<file path="src/rtl/mem_arbiter.sv">
// mem_arbiter: shares one line-wide memory port among N_ACCESSORS requesters.
// A transaction goes IDLE -> BUSY -> DONE -> IDLE. In IDLE one requester is
// granted, either the lowest index (ARB_MODE=0) or round-robin after the last
// grant (ARB_MODE=1). Its address, data and type are latched and presented
// to memory until mem_valid_i arrives or the optional timeout expires.
//
// Ports:
//   clk, reset_i                - clock, synchronous active-high reset
//   acc_address_i[32*N]         - per-accessor address, slice i = [32i +: 32]
//   acc_store_i/acc_load_i[N]   - per-accessor request (store wins if both set)
//   acc_data_i[LINE*N]          - per-accessor store data
//   acc_data_o[LINE*N]          - per-accessor registered load data
//   acc_done_o/acc_err_o[N]     - one-cycle completion / timeout pulse
//   mem_addr_o, mem_data_o      - latched memory address / write data
//   mem_store_o, mem_valid_o    - write strobe type and request valid
//   mem_data_i, mem_valid_i     - memory read data and acknowledge
module mem_arbiter #(
    parameter int BITSIZE          = 32,
    parameter int N_WORDS_PER_ADDR = 4,
    parameter int N_ACCESSORS      = 4,
    parameter int ARB_MODE         = 0,
    parameter int TIMEOUT_CYCLES   = 255
) (
    input  logic                                            clk,
    input  logic                                            reset_i,
    input  logic [32*N_ACCESSORS-1:0]                       acc_address_i,
    input  logic [N_ACCESSORS-1:0]                          acc_store_i,
    input  logic [N_ACCESSORS-1:0]                          acc_load_i,
    input  logic [N_WORDS_PER_ADDR*BITSIZE*N_ACCESSORS-1:0] acc_data_i,
    output logic [N_WORDS_PER_ADDR*BITSIZE*N_ACCESSORS-1:0] acc_data_o,
    output logic [N_ACCESSORS-1:0]                          acc_done_o,
    output logic [N_ACCESSORS-1:0]                          acc_err_o,
    output logic [31:0]                                     mem_addr_o,
    output logic [N_WORDS_PER_ADDR*BITSIZE-1:0]             mem_data_o,
    output logic                                            mem_store_o,
    output logic                                            mem_valid_o,
    input  logic [N_WORDS_PER_ADDR*BITSIZE-1:0]             mem_data_i,
    input  logic                                            mem_valid_i
);

    localparam int LINE  = N_WORDS_PER_ADDR * BITSIZE;
    localparam int IDX_W = (N_ACCESSORS > 1) ? $clog2(N_ACCESSORS) : 1;
    localparam int CNT_W = (TIMEOUT_CYCLES > 0) ? $clog2(TIMEOUT_CYCLES + 1) : 1;

    typedef enum logic [1:0] {IDLE, BUSY, DONE} state_t;

    state_t             state_q, state_d;
    logic [IDX_W-1:0]   win_q, last_q;
    logic [31:0]        addr_q;
    logic [LINE-1:0]    wdata_q;
    logic               store_q;
    logic               err_q;
    logic [CNT_W-1:0]   cnt_q;

    logic [N_ACCESSORS-1:0] req;
    logic                   grant_vld;
    logic [IDX_W-1:0]       grant_idx;
    logic [IDX_W-1:0]       scan_idx;
    logic                   timeout_hit;

    // Arbitration: scan all accessors starting at the mode's base index,
    // first requester found wins.
    always_comb begin
        req       = acc_store_i | acc_load_i;
        grant_vld = 1'b0;
        grant_idx = '0;
        scan_idx  = '0;
        for (int k = 0; k < N_ACCESSORS; k++) begin
            if (ARB_MODE == 1)
                scan_idx = IDX_W'((int'(last_q) + 1 + k) % N_ACCESSORS);
            else
                scan_idx = IDX_W'(k);
            if (!grant_vld && req[scan_idx]) begin
                grant_vld = 1'b1;
                grant_idx = scan_idx;
            end
        end
    end

    assign timeout_hit = (TIMEOUT_CYCLES != 0) &&
                         (cnt_q == CNT_W'(TIMEOUT_CYCLES - 1));

    // Next-state logic; an acknowledge in the last allowed cycle beats the timeout.
    always_comb begin
        state_d = state_q;
        case (state_q)
            IDLE: if (grant_vld) state_d = BUSY;
            BUSY: if (mem_valid_i || timeout_hit) state_d = DONE;
            DONE: state_d = IDLE;
            default: state_d = IDLE;
        endcase
    end

    always_ff @(posedge clk) begin
        if (reset_i) begin
            state_q    <= IDLE;
            win_q      <= '0;
            last_q     <= IDX_W'(N_ACCESSORS - 1);
            addr_q     <= '0;
            wdata_q    <= '0;
            store_q    <= 1'b0;
            err_q      <= 1'b0;
            cnt_q      <= '0;
            acc_data_o <= '0;
        end else begin
            state_q <= state_d;
            case (state_q)
                IDLE: begin
                    if (grant_vld) begin
                        win_q   <= grant_idx;
                        last_q  <= grant_idx;
                        addr_q  <= acc_address_i[int'(grant_idx)*32 +: 32];
                        wdata_q <= acc_data_i[int'(grant_idx)*LINE +: LINE];
                        store_q <= acc_store_i[grant_idx];
                        cnt_q   <= '0;
                    end
                end
                BUSY: begin
                    if (mem_valid_i) begin
                        err_q <= 1'b0;
                        if (!store_q)
                            acc_data_o[int'(win_q)*LINE +: LINE] <= mem_data_i;
                    end else if (timeout_hit) begin
                        err_q <= 1'b1;
                    end else if (cnt_q != {CNT_W{1'b1}}) begin
                        // saturate rather than wrap when the timeout is disabled
                        cnt_q <= cnt_q + CNT_W'(1);
                    end
                end
                default: ;
            endcase
        end
    end

    // Completion pulses decode straight from registered state.
    always_comb begin
        acc_done_o = '0;
        acc_err_o  = '0;
        if (state_q == DONE) begin
            acc_done_o[win_q] = 1'b1;
            acc_err_o[win_q]  = err_q;
        end
    end

    assign mem_valid_o = (state_q == BUSY);
    assign mem_addr_o  = addr_q;
    assign mem_data_o  = wdata_q;
    assign mem_store_o = store_q;

endmodule

</file>
<file path="config.mk">
export PLATFORM = sky130hd
export DESIGN_NAME = mem_arbiter
export DESIGN_NICKNAME = d
export VERILOG_FILES = /design/src/rtl/mem_arbiter.sv
export SDC_FILE = /design/constraint.sdc
export NUM_CORES = 2
export LEC_CHECK = 0
export ABC_CLOCK_PERIOD_IN_PS = 2300
export CAP_MARGIN = 5
export CORE_AREA = 2 2 563 565
export CTS_CLUSTER_SIZE = 25
export DETAILED_ROUTE_END_ITERATION = 6
export DIE_AREA = 0 0 565 567
export GPL_ROUTABILITY_DRIVEN = 0
export GPL_TIMING_DRIVEN = 0
export PLACE_DENSITY_LB_ADDON = 0.2
export SLEW_MARGIN = 20
export SYNTH_ARGS = -nofsm -noshare
export SYNTH_HDL_FRONTEND = slang
export SYNTH_SLANG_ARGS = --single-unit
</file>
<file path="constraint.sdc">
create_clock -name clk -period 2.3 [get_ports clk]
set_input_delay 0.23 -clock clk [delete_from_list [all_inputs] [get_ports clk]]
set_output_delay 0.23 -clock clk [all_outputs]
set_load 0.03 [all_outputs]
</file>
==> flow_metrics.py <==
metrics = {
    "yosys": {
        "ys_types": 43,
        "ys_seq_area_share_pct": 48.1,
        "synth_fp_nets": 4083,
        "ys_warn_count": 0,
        "synth_edf_count": 0,
        "synth_cells": 3297,
        "ys.flop_type": "dfxtp_1",
        "syn_area_per_cell_um2": 8.66,
        "ys_ff_latch": 686,
        "syn-cell-area_mm2": 0.0285,
        "synthArstFlopShare_pct": 0,
    },
    "detailed_routing": {
        "drc_errors": 0,
        "vias_per_cell": 3.67,
        "firstDrtPassIters": 5,
        "drt-initial-drc-count": 2041,
        "drtAntennaViolNets": 0,
        "num_vias": 34100,
        "wire_per_inst_um": 28.9,
        "finalWirelength_mm": 269,
    },
    "cts": {
        "insertion_delay_ns": 0.88,
        "cts_tree": "yes",
        "cts_buffers": 100,
        "clkTransAtPathRegs_ns": 0.06,
        "root_buffer": "clkbuf_16",
        "cts_buffer_depth": 4,
        "h-tree-depth": 3,
        "cts_sinks": 686,
    },
    "finish": {
        "mostFrequentLayoutCells": "clkdlybuf4s50_1, dfxtp_1, nand2_1, a21oi_1, mux2i_1",
        "layout_commonest_cell": "clkdlybuf4s50_1",
        "nNetsFinal": 5824,
        "area_delta_synth_final_pct": 102,
        "stdcell_area_mm2": 0.0577,
        "nFillCells": 35000,
        "drive_above_1_share_pct": 18.7,
        "multi_input_area_mm2": 0.0158,
        "final-seq-area_mm2": 0.0137,
    },
    "worst_setup_path": {
        "critPathLaunchType": "register",
        "path_class": "reg -> out",
        "worstPathArrival_ns": 2.13,
        "critical-path-max-stage-delay_ns": 0.43,
        "cp_max_fo": 3,
        "cpMaxStageDelayCell": "dfxtp_4",
        "r2r_slack_ns": -0.02,
        "reg2regPathDepth": 12,
        "setup.worst_path.start": "win_q[1]$_SDFFE_PP0P_",
        "worstSetupEndpointType": "output pin",
        "worst_path_most_repeated_cell": "buf_6",
        "cp_top_family": "buffers and inverters",
        "crit_buf_inv": 3,
        "reg2reg_from": "win_q[0]$_SDFFE_PP0P_",
        "crit_required_ns": 2.07,
        "path_cells": "clkinvlp_4 > buf_6 > ha_4 > and3_4 > buf_6",
        "reg2reg_to": "acc_data_o[492]$_SDFFE_PP0P_",
    },
    "timing": {
        "clock_skew_ns": 0.137,
        "fmax_mhz": 424,
        "finalSetupViolations": 7,
        "grt_setup_unrepaired": "yes",
        "tightest_slew_ns": 1.11,
        "setup_slack_ns": -0.0571,
        "hold-worst-slack_ns": 0.0839,
        "drv_slew": 0,
        "hold_viol": 0,
        "layout_min_cycle_time_ns": 2.36,
        "fin_crit_sh_pct": 102,
        "relSlewSlack_pct": 26.1,
    },
    "power_and_ir_drop": {
        "p_leak_nw": 20.2,
        "peakVddDrop_uv": 503,
        "p_per_area_mw_per_mm2": 622,
    },
    "global_routing": {
        "antenna_found_initial": 112,
        "grt_pass1_wl_mm": 342,
        "grt_max_degree": 16,
        "grt_usage_pct": 16.0,
        "grt_pass1_vias": 34200,
        "overflow": 0,
    },
    "hold_path": {
        "min_to": "mem_data_o[127]$_SDFFE_PP0P_",
        "hold_path.class": "in -> reg",
        "min_path_cells": 3,
        "holdCritStartpoint": "acc_data_i[127]",
    },
    "floorplanning": {
        "die_width_um": 565,
        "core-area_mm2": 0.314,
        "core.rowCount": 206,
        "dieArea_mm2": 0.320,
        "io_pins": 1461,
        "die_h_um": 567,
        "start_util_pct": 9.09,
    },
    "place": {
        "port_buffers": 1459,
        "placed_area_mm2": 0.0487,
        "hpwlAfterDp_mm": 221,
    },
    "run_status": {
        "violations": "negative setup slack",
        "status": "finished, violations left",
    },
    "flow_run": {
        "maxCapViolations": 0,
    },
}
per-layer routing:
layer  vias to the layer above  global-route usage [%]  share of wire (%)
met4                       100                    5.51                3.5
li1                      15400                       -                  -
met2                      1463                    29.9                 53
met1                     16800                    17.2                 37
met3                       403                    4.08                6.8
met5                         -                       0               0.24
final cells by class:
class	count	area share, %
timing repair buffer	1644	29.5
multi-input combinational	2271	27.3
sequential	686	23.8
tap	4160	9.03
clock buffer	138	4.92
buffer	327	4.43
clock inverter	40	0.681
antenna	34	0.148
inverter	8	0.0738
cell usage after synthesis (all sizes together) (3+ instances only):
cell type / number / area share, %
nor2: 20 / 0.27
and3: 5 / 0.11
nor3: 6 / 0.11
xnor2: 6 / 0.18
a21oi: 517 / 9.1
clkbuf: 223 / 2.9
and2: 8 / 0.18
nand3: 512 / 9.0
nand2: 519 / 6.8
inv: 8 / 0.11
a2bb2oi: 160 / 4.9
mux2i: 321 / 11
o22ai: 160 / 3.5
o21ai: 4 / 0.083
nand2b: 3 / 0.066
nor4b: 3 / 0.092
ha: 7 / 0.31
dfxtp: 686 / 48
buf: 109 / 2.2
power breakdown:
group | switching, mW | internal (mW) | total (mW)
registers | 0.335 | 12.3 | 12.6
logic | 4.35 | 3.21 | 7.55
clock network | 6.54 | 9.18 | 15.7
registers in the layout, indices dropped and copies added (netlist names):
register     flops
acc_data_o     512
cnt_q            8
err_q            1
mem_addr_o      32
mem_data_o     128
mem_store_o      1
state_q          2
win_q            2
kinds of logic (layout without fill, tap and decap cells):
group,Yosys count,after routing,share of synthesized area [%]
compound gates,849,849,17.8
flops,686,686,48.1
buf+inv,340,2157,5.28
xor+xnor,6,6,0.184
simple gates,1088,1088,17.0
other cells,0,34,0
fa+ha+maj,7,7,0.307
mux,321,321,11.3
worst register-to-register path: cells and delay by family, from the launching register on:
kind / cells / cell delay [ns]
flip-flops: 1 / 0.40
buffers and inverters: 8 / 1.21
AND/OR/NAND/NOR: 2 / 0.09
AO/OA/AOI/OAI: 1 / 0.06
adder cells (fa/ha/maj): 1 / 0.29
worst max path at each step:
| stage | depth (start not counted) | end | slack (ns) |
|---|---|---|---|
| 2_1_floorplan | 9 | acc_data_o[363]$_SDFFE_PP0P_ | 0.24 |
| 6_report | 5 | acc_err_o[1] | -0.06 |
| 3_5_place_dp | 8 | acc_data_o[359]$_SDFFE_PP0P_ | -1.83 |
| 5_1_grt | 5 | acc_err_o[1] | -0.17 |
| 3_3_place_gp | 8 | acc_data_o[232]$_SDFFE_PP0P_ | -3.63 |
| 4_1_cts | 5 | acc_err_o[2] | -0.16 |
through the flow:
stage / setup TNS (ns) / power (mW) / worst slack [ns] / cells / util (%)
3_3_place_gp: -1222.35 / 19.5 / -3.63 / 8916 / 15.4
4_1_cts: -14.31 / 36.5 / -0.160 / 9272 / 17.9
3_5_place_dp: -683.88 / 19.6 / -1.83 / 8927 / 15.5
5_1_grt: -9.19 / 37.1 / -0.170 / 9286 / 18.4
6_report: -0.133 / 35.9 / -0.0571 / 9308 / 18.4
2_1_floorplan: 0 / 15.2 / 0.243 / 3297 / -
repair_timing:
action                                  4_1_cts  5_1_grt
endpoints found under the hold margin        84        0
pin swaps                                   172      127
endpoints found under the setup margin      751      463
resized for setup                           758      390
gates cloned                                 29        6
hold buffers                                 87        0
setup buffers                                52        9
No activity file was read; power rests on OpenSTA's default activity.
